### src/rtl/softmax_serial_ctrl_pkg.sv
// Shared types and sizing helpers for the serial softmax sequencer.
// Defaults describe the nominal configuration; helpers derive widths from instance parameters.
package softmax_pkg;

  localparam int DEF_N             = 10;
  localparam int DEF_WIDTH         = 16;
  localparam int DEF_NFRAC         = 10;
  localparam int DEF_MEM_WIDTH     = 10;
  localparam int DEF_MEM_NFRAC_EXP = 4;
  localparam int DEF_MEM_NFRAC_INV = 2;
  localparam int DEF_TABLE_WIDTH   = 18;
  localparam int DEF_TABLE_NFRAC   = 10;

  typedef enum logic [2:0] {
    IDLE,
    EXP,
    EXP_DRAIN,
    INV,
    INV_WAIT,
    MUL,
    DONE
  } state_e;

  // Accumulator width (SUM_W): wide enough that summing unsigned table entries cannot overflow.
  function automatic int sum_w(input int table_width);
    return 2 * table_width;
  endfunction

  // INV_SHIFT: aligns the accumulated sum to the invert-table address grid.
  function automatic int inv_shift(input int table_nfrac, input int mem_nfrac_inv);
    return table_nfrac - mem_nfrac_inv;
  endfunction

  // INV_MAX: largest positive invert-table address.
  function automatic int inv_max(input int mem_width);
    return (1 << (mem_width - 1)) - 1;
  endfunction

  // Element counter width.
  function automatic int cnt_w(input int n);
    return (n > 1) ? $clog2(n) : 1;
  endfunction

endpackage

### src/rtl/softmax_serial_ctrl_if.sv
// Vector handshakes and table-ROM ports of the serial softmax sequencer.
// slave is the sequencer's view, master is the environment's view.
interface softmax_serial_ctrl_if
  import softmax_pkg::*;
#(
  parameter int N           = DEF_N,
  parameter int WIDTH       = DEF_WIDTH,
  parameter int MEM_WIDTH   = DEF_MEM_WIDTH,
  parameter int TABLE_WIDTH = DEF_TABLE_WIDTH
);

  logic                        in_valid;
  logic                        in_ready;
  logic [N-1:0][WIDTH-1:0]     in_data;
  logic                        exp_rd;
  logic [MEM_WIDTH-1:0]        exp_addr;
  logic [TABLE_WIDTH-1:0]      exp_data;
  logic                        inv_rd;
  logic [MEM_WIDTH-1:0]        inv_addr;
  logic [TABLE_WIDTH-1:0]      inv_data;
  logic                        out_valid;
  logic                        out_ready;
  logic [N-1:0][WIDTH-1:0]     out_data;

  modport slave (
    input  in_valid, in_data, exp_data, inv_data, out_ready,
    output in_ready, exp_rd, exp_addr, inv_rd, inv_addr, out_valid, out_data
  );

  modport master (
    output in_valid, in_data, exp_data, inv_data, out_ready,
    input  in_ready, exp_rd, exp_addr, inv_rd, inv_addr, out_valid, out_data
  );

endinterface

### src/rtl/softmax_serial_ctrl.sv
// Time-multiplexed softmax: serial exp lookups and accumulation through one ROM port,
// one inverse lookup, then N serial normalising multiplies.
module softmax_serial_ctrl
  import softmax_pkg::*;
#(
  parameter int N             = DEF_N,
  parameter int WIDTH         = DEF_WIDTH,
  parameter int NFRAC         = DEF_NFRAC,
  parameter int MEM_WIDTH     = DEF_MEM_WIDTH,
  parameter int MEM_NFRAC_EXP = DEF_MEM_NFRAC_EXP,
  parameter int MEM_NFRAC_INV = DEF_MEM_NFRAC_INV,
  parameter int TABLE_WIDTH   = DEF_TABLE_WIDTH,
  parameter int TABLE_NFRAC   = DEF_TABLE_NFRAC
) (
  input  logic                  clk,
  input  logic                  reset,
  softmax_serial_ctrl_if.slave  io,
  output logic                  busy
);

  localparam int SUM_W     = sum_w(TABLE_WIDTH);
  localparam int INV_SHIFT = inv_shift(TABLE_NFRAC, MEM_NFRAC_INV);
  localparam int INV_MAX   = inv_max(MEM_WIDTH);
  localparam int CNT_W     = cnt_w(N);
  localparam int SH_R      = (NFRAC > MEM_NFRAC_EXP) ? NFRAC - MEM_NFRAC_EXP : 0;
  localparam int SH_L      = (NFRAC < MEM_NFRAC_EXP) ? MEM_NFRAC_EXP - NFRAC : 0;
  localparam int PROD_LO   = 2 * TABLE_NFRAC - NFRAC;
  localparam logic [CNT_W-1:0] LAST = CNT_W'(N - 1);

  state_e                        state_q, state_d;
  logic [N-1:0][WIDTH-1:0]       din_q, din_d;
  logic [N-1:0][TABLE_WIDTH-1:0] ebuf_q, ebuf_d;
  logic [SUM_W-1:0]              sum_q, sum_d;
  logic signed [TABLE_WIDTH-1:0] inv_q, inv_d;
  logic [CNT_W-1:0]              k_q, k_d;
  logic [CNT_W-1:0]              cap_q, cap_d;
  logic                          exp_cap_q, exp_cap_d;
  logic                          exp_rd_q, exp_rd_d;
  logic [MEM_WIDTH-1:0]          exp_addr_q, exp_addr_d;
  logic                          inv_rd_q, inv_rd_d;
  logic [MEM_WIDTH-1:0]          inv_addr_q, inv_addr_d;
  logic [N-1:0][WIDTH-1:0]       out_data_q, out_data_d;
  logic signed [SUM_W-1:0]       prod;

  // Input word to exp-table address: rescale the fraction, then wrap to the address width.
  function automatic logic [MEM_WIDTH-1:0] idx(input logic [WIDTH-1:0] x);
    logic signed [63:0] xe;
    xe = 64'(signed'(x));
    xe = (xe >>> SH_R) <<< SH_L;
    return MEM_WIDTH'(xe);
  endfunction

  // Large sums saturate to the top positive invert address rather than wrapping.
  function automatic logic [MEM_WIDTH-1:0] clamp(input logic [SUM_W-1:0] s);
    logic [SUM_W-1:0] t;
    t = s >> INV_SHIFT;
    if (t > SUM_W'(INV_MAX)) return MEM_WIDTH'(INV_MAX);
    return MEM_WIDTH'(t);
  endfunction

  always_comb begin
    state_d    = state_q;
    din_d      = din_q;
    ebuf_d     = ebuf_q;
    sum_d      = sum_q;
    inv_d      = inv_q;
    k_d        = k_q;
    cap_d      = cap_q;
    exp_cap_d  = exp_rd_q;
    exp_rd_d   = 1'b0;
    exp_addr_d = exp_addr_q;
    inv_rd_d   = 1'b0;
    inv_addr_d = inv_addr_q;
    out_data_d = out_data_q;
    prod       = SUM_W'(signed'({1'b0, ebuf_q[k_q]})) * SUM_W'(inv_q);

    // ROM data returns one cycle after each strobe; this runs independently of the state.
    if (exp_cap_q) begin
      ebuf_d[cap_q] = io.exp_data;
      sum_d         = sum_q + SUM_W'(io.exp_data);
      cap_d         = cap_q + 1'b1;
    end

    case (state_q)
      IDLE: begin
        if (io.in_valid) begin
          state_d    = EXP;
          din_d      = io.in_data;
          sum_d      = '0;
          k_d        = '0;
          cap_d      = '0;
          exp_rd_d   = 1'b1;
          exp_addr_d = idx(io.in_data[0]);
        end
      end
      EXP: begin
        if (k_q == LAST) begin
          state_d = EXP_DRAIN;
        end else begin
          k_d        = k_q + 1'b1;
          exp_rd_d   = 1'b1;
          exp_addr_d = idx(din_q[k_q + 1'b1]);
        end
      end
      EXP_DRAIN: begin
        // Last exp word lands this cycle, so the address is taken from the updated sum.
        state_d    = INV;
        inv_rd_d   = 1'b1;
        inv_addr_d = clamp(sum_d);
      end
      INV: state_d = INV_WAIT;
      INV_WAIT: begin
        inv_d   = io.inv_data;
        k_d     = '0;
        state_d = MUL;
      end
      MUL: begin
        out_data_d[k_q] = WIDTH'(prod >>> PROD_LO);
        if (k_q == LAST) state_d = DONE;
        else             k_d = k_q + 1'b1;
      end
      DONE: begin
        if (io.out_ready) state_d = IDLE;
      end
      default: state_d = IDLE;
    endcase
  end

  always_ff @(posedge clk or negedge reset) begin
    if (!reset) begin
      state_q    <= IDLE;
      din_q      <= '0;
      ebuf_q     <= '0;
      sum_q      <= '0;
      inv_q      <= '0;
      k_q        <= '0;
      cap_q      <= '0;
      exp_cap_q  <= 1'b0;
      exp_rd_q   <= 1'b0;
      exp_addr_q <= '0;
      inv_rd_q   <= 1'b0;
      inv_addr_q <= '0;
      out_data_q <= '0;
    end else begin
      state_q    <= state_d;
      din_q      <= din_d;
      ebuf_q     <= ebuf_d;
      sum_q      <= sum_d;
      inv_q      <= inv_d;
      k_q        <= k_d;
      cap_q      <= cap_d;
      exp_cap_q  <= exp_cap_d;
      exp_rd_q   <= exp_rd_d;
      exp_addr_q <= exp_addr_d;
      inv_rd_q   <= inv_rd_d;
      inv_addr_q <= inv_addr_d;
      out_data_q <= out_data_d;
    end
  end

  assign io.in_ready  = (state_q == IDLE);
  assign io.out_valid = (state_q == DONE);
  assign io.out_data  = out_data_q;
  assign io.exp_rd    = exp_rd_q;
  assign io.exp_addr  = exp_addr_q;
  assign io.inv_rd    = inv_rd_q;
  assign io.inv_addr  = inv_addr_q;
  assign busy         = (state_q != IDLE);

endmodule

### src/flat_wrapper.sv
// flat-port wrapper written by rule: the top's interface ports become plain ports
module softmax_serial_ctrl_flat import softmax_pkg::*;
#(
  parameter int N             = DEF_N,
  parameter int WIDTH         = DEF_WIDTH,
  parameter int NFRAC         = DEF_NFRAC,
  parameter int MEM_WIDTH     = DEF_MEM_WIDTH,
  parameter int MEM_NFRAC_EXP = DEF_MEM_NFRAC_EXP,
  parameter int MEM_NFRAC_INV = DEF_MEM_NFRAC_INV,
  parameter int TABLE_WIDTH   = DEF_TABLE_WIDTH,
  parameter int TABLE_NFRAC   = DEF_TABLE_NFRAC
)
  (clk, reset, busy, io_in_valid, io_in_data, io_exp_data, io_inv_data, io_out_ready, io_in_ready, io_exp_rd, io_exp_addr, io_inv_rd, io_inv_addr, io_out_valid, io_out_data);
  softmax_serial_ctrl_if #(.N(N), .WIDTH(WIDTH), .MEM_WIDTH(MEM_WIDTH), .TABLE_WIDTH(TABLE_WIDTH)) io_i ();
  input  logic clk;
  input  logic reset;
  output logic busy;
  input wire logic [$bits(io_i.in_valid)-1:0] io_in_valid;
  input wire logic [$bits(io_i.in_data)-1:0] io_in_data;
  input wire logic [$bits(io_i.exp_data)-1:0] io_exp_data;
  input wire logic [$bits(io_i.inv_data)-1:0] io_inv_data;
  input wire logic [$bits(io_i.out_ready)-1:0] io_out_ready;
  output wire logic [$bits(io_i.in_ready)-1:0] io_in_ready;
  output wire logic [$bits(io_i.exp_rd)-1:0] io_exp_rd;
  output wire logic [$bits(io_i.exp_addr)-1:0] io_exp_addr;
  output wire logic [$bits(io_i.inv_rd)-1:0] io_inv_rd;
  output wire logic [$bits(io_i.inv_addr)-1:0] io_inv_addr;
  output wire logic [$bits(io_i.out_valid)-1:0] io_out_valid;
  output wire logic [$bits(io_i.out_data)-1:0] io_out_data;
  assign io_i.in_valid = io_in_valid;
  assign io_i.in_data = io_in_data;
  assign io_i.exp_data = io_exp_data;
  assign io_i.inv_data = io_inv_data;
  assign io_i.out_ready = io_out_ready;
  assign io_in_ready = io_i.in_ready;
  assign io_exp_rd = io_i.exp_rd;
  assign io_exp_addr = io_i.exp_addr;
  assign io_inv_rd = io_i.inv_rd;
  assign io_inv_addr = io_i.inv_addr;
  assign io_out_valid = io_i.out_valid;
  assign io_out_data = io_i.out_data;
  softmax_serial_ctrl #(.N(N), .WIDTH(WIDTH), .NFRAC(NFRAC), .MEM_WIDTH(MEM_WIDTH), .MEM_NFRAC_EXP(MEM_NFRAC_EXP), .MEM_NFRAC_INV(MEM_NFRAC_INV), .TABLE_WIDTH(TABLE_WIDTH), .TABLE_NFRAC(TABLE_NFRAC)) u_core (.clk(clk), .reset(reset), .io(io_i), .busy(busy));
endmodule
### config.mk
export PLATFORM = sky130hd
export DESIGN_NAME = softmax_serial_ctrl_flat
export DESIGN_NICKNAME = d
export VERILOG_FILES = /design/src/rtl/softmax_serial_ctrl_pkg.sv /design/src/rtl/softmax_serial_ctrl_if.sv /design/src/rtl/softmax_serial_ctrl.sv /design/src/flat_wrapper.sv
export SDC_FILE = /design/constraint.sdc
export NUM_CORES = 2
export LEC_CHECK = 0
export CAP_MARGIN = 10
export CELL_PAD_IN_SITES_DETAIL_PLACEMENT = 0
export CELL_PAD_IN_SITES_GLOBAL_PLACEMENT = 1
export CORE_AREA = 2 2 259 261
export DETAILED_ROUTE_END_ITERATION = 6
export DIE_AREA = 0 0 261 263
export PLACE_DENSITY_LB_ADDON = 0.1
export SLEW_MARGIN = 20
export SYNTH_ARGS = -nofsm -noshare
export SYNTH_HDL_FRONTEND = slang
export SYNTH_SLANG_ARGS = --single-unit
### constraint.sdc
create_clock -name clk -period 17.8 [get_ports clk]
set_input_delay 2.67 -clock clk [delete_from_list [all_inputs] [get_ports clk]]
set_output_delay 2.67 -clock clk [all_outputs]
set_load 0.01 [all_outputs]
; ---- Word-level counts from Yosys, hierarchy flattened
; Cells that the tools add are included.
[op_classes]
addsub = 3
n_mul = 1
order_cmp = 6
n_eq_ne = 13
mux = 35
reduce_logical = 11
[ops]
columns = operator, count
row1 = $bwmux W180, 1
row2 = $bwmux W160, 1
row3 = $mux W36, 3
row4 = $bmux W18 S4, 1
row5 = $demux W18 S4, 1
row6 = $bmux W16 S4, 1
row7 = $demux W16 S4, 1
row8 = $mux W10, 4
row9 = $add A36 B18 Y36, 1
row10 = $mux W18, 2
row11 = $mux W16, 2
row12 = $gt A28 B9 Y1 const B, 1
row13 = $mul A19 B18 Y26, 1
row14 = $pmux W3 S7, 1
row15 = $mux W4, 5
row16 = $pmux W10 S2, 1
row17 = $lt A4 B5 Y1 const B, 3
row18 = $mux W3, 4
row19 = $pmux W4 S3, 1
row20 = $eq A3 B3 Y1 const B, 3
row21 = $add A4 B1 Y4 const B, 2
row22 = $ge A4 B1 Y1 const B, 2
row23 = $ne A2 B2 Y1 const B, 4
row24 = $eq A3 B2 Y1 const B, 2
row25 = other kinds (13), 21
[totals]
reg_bits = 588
output_inout_bits = 185
elab_cells = 109

; ---- Logic depth before layout (Yosys ltp)
[logic_depth]
word_depth = 6
depth_mapped = 32
ltp_nobuf = 26

; ---- Worst setup path after synthesis
; Ideal clock, no wire load.
[synth_timing]
path_kind = reg-to-reg
startpoint = register u_core.k_q[0]
endpoint = register u_core.out_data_q, in the netlist u_core.io.out_data[108]
setup_ns = 0.153
t_arrival_ns = 7.699
required_time_ns = 17.647
setup_slack_ns = 9.948
stages_incl_launch_ff = 31
n_path_buf = 7
synth_period_minus_slack_ns = 7.852
path_cell_list = dfrtp_1 > buf_6 > buf_6 > buf_2 > buf_2 > buf_2 > buf_2 > mux2i_1 > o22ai_1 > clkbuf_1 > nand2_1 > fa_1 > inv_1 > fa_1 > inv_1 > fa_1 > inv_1 > fa_1 > fa_1 > inv_1 > fa_1 > inv_1 > ha_1 > a21o_1 > a21oi_1 > nor2b_1 > o21ai_0 > o311a_1 > o21bai_1 > a211oi_1 > o21ai_0
[synth_via]
elab_chain_len = 5
[synth_lines]
columns = element, line_no
row1 = "start, declared", softmax_serial_ctrl.sv:35  ; logic [CNT_W-1:0] k_q, k_d;
row2 = "start signal, assigned", softmax_serial_ctrl.sv:150  ; k_q <= k_d;
row3 = branches (longest 4 deep; another with $mul A19 B18 Y26), -
row4 = $bwmux W160 (*), softmax_serial_ctrl.sv:118  ; out_data_d[k_q] = WIDTH'(prod >>> PROD_LO);
row5 = "end signal, assigned", softmax_serial_ctrl.sv:157  ; out_data_q <= out_data_d;
row6 = "end, declared", softmax_serial_ctrl.sv:42  ; logic [N-1:0][WIDTH-1:0] out_data_q, out_data_d;
; Every way passes the cells marked *. The select of a mux whose other input is x is not followed.
; A chain may end at the register's enable or synchronous reset.

; ---- Final worst setup path
[layout_timing]
startpoint = register u_core.k_q[0]
endpoint = register u_core.out_data_q, in the netlist u_core.io.out_data[143]
; The elaborated chain is that of the path after synthesis.

==> impl_metrics.env <==
export IMPL_status="complete, no violations"
export IMPL_hold_violations=0
export IMPL_path_clk_slew_ps=60
export IMPL_yosysUniqueCellTypes=71
export IMPL_num_antenna_cells=0
export IMPL_place_worst_setup_slack_ps=7950
export IMPL_htreeDepth=2
export IMPL_worst_setup_path_start_kind="flop"
export IMPL_cp_max_fo=55
export IMPL_cts_resized_gates=0
export IMPL_grt_usage_pct=25.5
export IMPL_slowest_stage="dfrtp_4"
export IMPL_mappedNetlistArea_um2=32100
export IMPL_worstSkewPairLatency_ps=660
export IMPL_tritoncts="done"
export IMPL_final_net_count=3641
export IMPL_ys_ff_latch=528
export IMPL_drt_first_pass_iters=7
export IMPL_final_common_cell="dfrtp_1"
export IMPL_numPortBuffers=324
export IMPL_via_per_inst=5.42
export IMPL_totalWireLength_um=84900
export IMPL_path_delay_family="adder cells"
export IMPL_cts_buffers=56
export IMPL_cp_common_cell="fa_1"
export IMPL_final_seq_area_um2=13200
export IMPL_start_util_pct=48.9
export IMPL_final_cell_mix="dfrtp_1, nand2_1, mux2_2, clkdlybuf4s50_1, inv_1"
export IMPL_row_count=94
export IMPL_drc=0
export IMPL_cp_data_required_time_ps=18250
export IMPL_cp_num_buf_inv=6
export IMPL_antenna_found_initial=6
export IMPL_hold_buffers=0
export IMPL_cap_violations=0
export IMPL_fin_setup_tns_ps=0
export IMPL_fmax_mhz=101
export IMPL_wl_per_cell_um=21.1
export IMPL_pin_count=385
export IMPL_fin_crit_ps=9930
export IMPL_ys_warn_count=0
export IMPL_ys_seq_area_share_pct=41.2
export IMPL_overflow=0
export IMPL_synthArstFlopShare_pct=100
export IMPL_rsz0062_at_grt="false"
export IMPL_num_vias=21800
export IMPL_hold_class="reg2reg"
export IMPL_numClockSinks=528
export IMPL_antenna_left=0
export IMPL_hpwl_um=59900
export IMPL_synth_cells=2845
export IMPL_fin_crit_sh_pct=55.8
export IMPL_drt_iter0_drc=1229
export IMPL_skew_ps=58.7
export IMPL_synth_area_per_cell_um2=11.3
export IMPL_ys_flop_type="dfrtp_1"
export IMPL_synth_edf_count=0
export IMPL_multi_input_area_um2=17300
export IMPL_slew_viol_final=0
export IMPL_worstPathArrival_ps=10380
export IMPL_endpoint_kind="flop"
export IMPL_grt_pass1_wl_um=135000
export IMPL_die_w_um=261
export IMPL_gp_congestion=0.810
export IMPL_coreArea_um2=65600
export IMPL_tightest_slew_ps=1110
export IMPL_post_cts_buffers=0
export IMPL_root_buffer="clkbuf_16"
export IMPL_grt_pass1_vias=23600
export IMPL_grt_max_degree=119
export IMPL_nFillCells=5513
export IMPL_timing_worst_setup_path_type="reg2reg"
export IMPL_drive_above_1_share_pct=18.3
export IMPL_fin_ws_ps=7870
export IMPL_die_y_um=263
export IMPL_finalSetupViolCount=0
export IMPL_relSlewSlack_pct=25.6
export IMPL_area_delta_synth_final_pct=18.8
export IMPL_synth_fp_nets=3365
export IMPL_cp_slowest_stage_delay_ps=990
export IMPL_die_area_um2=68600
export IMPL_placed_area_um2=36200
export IMPL_design_area_um2=38100
export IMPL_clk_path_buf_depth=3
-- path summary, 6_finish.rpt --
kind                                       start                 endpoint  slack, ps  cells past startpoint
worst min register to register  u_core.io.exp_rd         u_core.exp_cap_q        400                      0
max in group asynchronous                  reset  u_core.io.out_data[104]      12410                      4
worst max register to register     u_core.k_q[0]  u_core.io.out_data[143]       7870                     26
worst min-delay path            u_core.io.exp_rd         u_core.exp_cap_q        400                      0
min in group asynchronous                  reset        u_core.din_q[153]       2070                      1
worst max-delay path               u_core.k_q[0]  u_core.io.out_data[143]       7870                     26
-- metrics by stage --
stage / util [%] / hold WS, ps / instances
6_report: 58.1 / 398 / 4029
5_1_grt: 58.1 / 415 / 4029
4_1_cts: 58.0 / 395 / 4029
3_5_place_dp: 55.2 / 374 / 3927
3_3_place_gp: 55.2 / 365 / 3927
2_1_floorplan: - / 416 / 2845
-- registers in the layout (all words and copies together), names as in the netlist --
name and cells:
u_core.ebuf_q 180, u_core.io.out_data 160, u_core.din_q 100, u_core.sum_q 36, u_core.inv_q 18, u_core.io.exp_addr 10, u_core.io.inv_addr 10, u_core.cap_q 4
u_core.k_q 4, u_core.state_q 3, u_core.exp_cap_q 1, u_core.io.exp_rd 1, u_core.io.inv_rd 1
-- worst reg2reg max path: cells and delay by family (launching register included) --
| family | cells | cell delay (ps) |
|---|---|---|
| and+or+nand+nor | 4 | 1060 |
| AOI/OAI and AO/OA | 7 | 1550 |
| DFF | 1 | 990 |
| muxes | 1 | 640 |
| xor gates and xnor gates | 1 | 700 |
| buffers and inverters | 6 | 1430 |
| adders and majority gates | 7 | 3400 |
-- layer usage --
metal / vias to the layer above / track usage (%) / routed length (µm)
met4: 6 / 7.28 / 2440
met1: 11300 / 32.4 / 35100
li1: 9964 / - / -
met2: 475 / 44.4 / 43200
met3: 126 / 4.55 / 4070
met5: - / 0 / 38
-- cell families (layout without fill, tap and decap cells) --
group / count (synthesis) / count (layout) / synth area share [%]
buffers and inverters: 433 / 753 / 5.23
muxes: 466 / 466 / 17.8
and+or+nand+nor: 777 / 777 / 11.4
DFF: 528 / 528 / 41.2
adders and majority gates: 320 / 320 / 17.5
xor gates and xnor gates: 64 / 64 / 1.88
AOI/OAI and AO/OA: 257 / 257 / 4.93
-- layout make-up --
class	count	area share (%)
multi-input combinational	1884	45.3
sequential	528	34.7
timing repair buffer	372	9.48
clock buffer	76	4.11
tap	864	2.84
inverter	279	2.75
clock inverter	26	0.791
-- cells in the mapped netlist (8+ instances only) --
library cell	count	area share, %
nor2_1	85	1.0
o21ai_0	109	1.7
mux4_2	48	3.4
nor3_1	23	0.36
nand2_1	395	4.6
or3_1	9	0.18
inv_1	278	3.3
mux2i_1	55	1.7
nor2b_1	30	0.59
a211oi_1	8	0.19
fa_1	214	13
nor3b_1	8	0.19
buf_1	29	0.34
nand3_1	22	0.34
ha_1	106	4.1
o22ai_1	9	0.18
nand4_1	8	0.16
a21oi_1	54	0.84
mux2_2	363	13
and2_1	150	2.9
o221ai_1	11	0.30
xor2_1	13	0.36
and3_1	13	0.25
nand2b_1	13	0.25
buf_2	13	0.20
xnor2_1	47	1.3
a21o_1	9	0.21
dfrtp_1	528	41
clkbuf_1	107	1.3
Power is left out: the tool's default activity adds up to more than one toggle a clock period on the data nets, which glitch-free logic cannot reach.
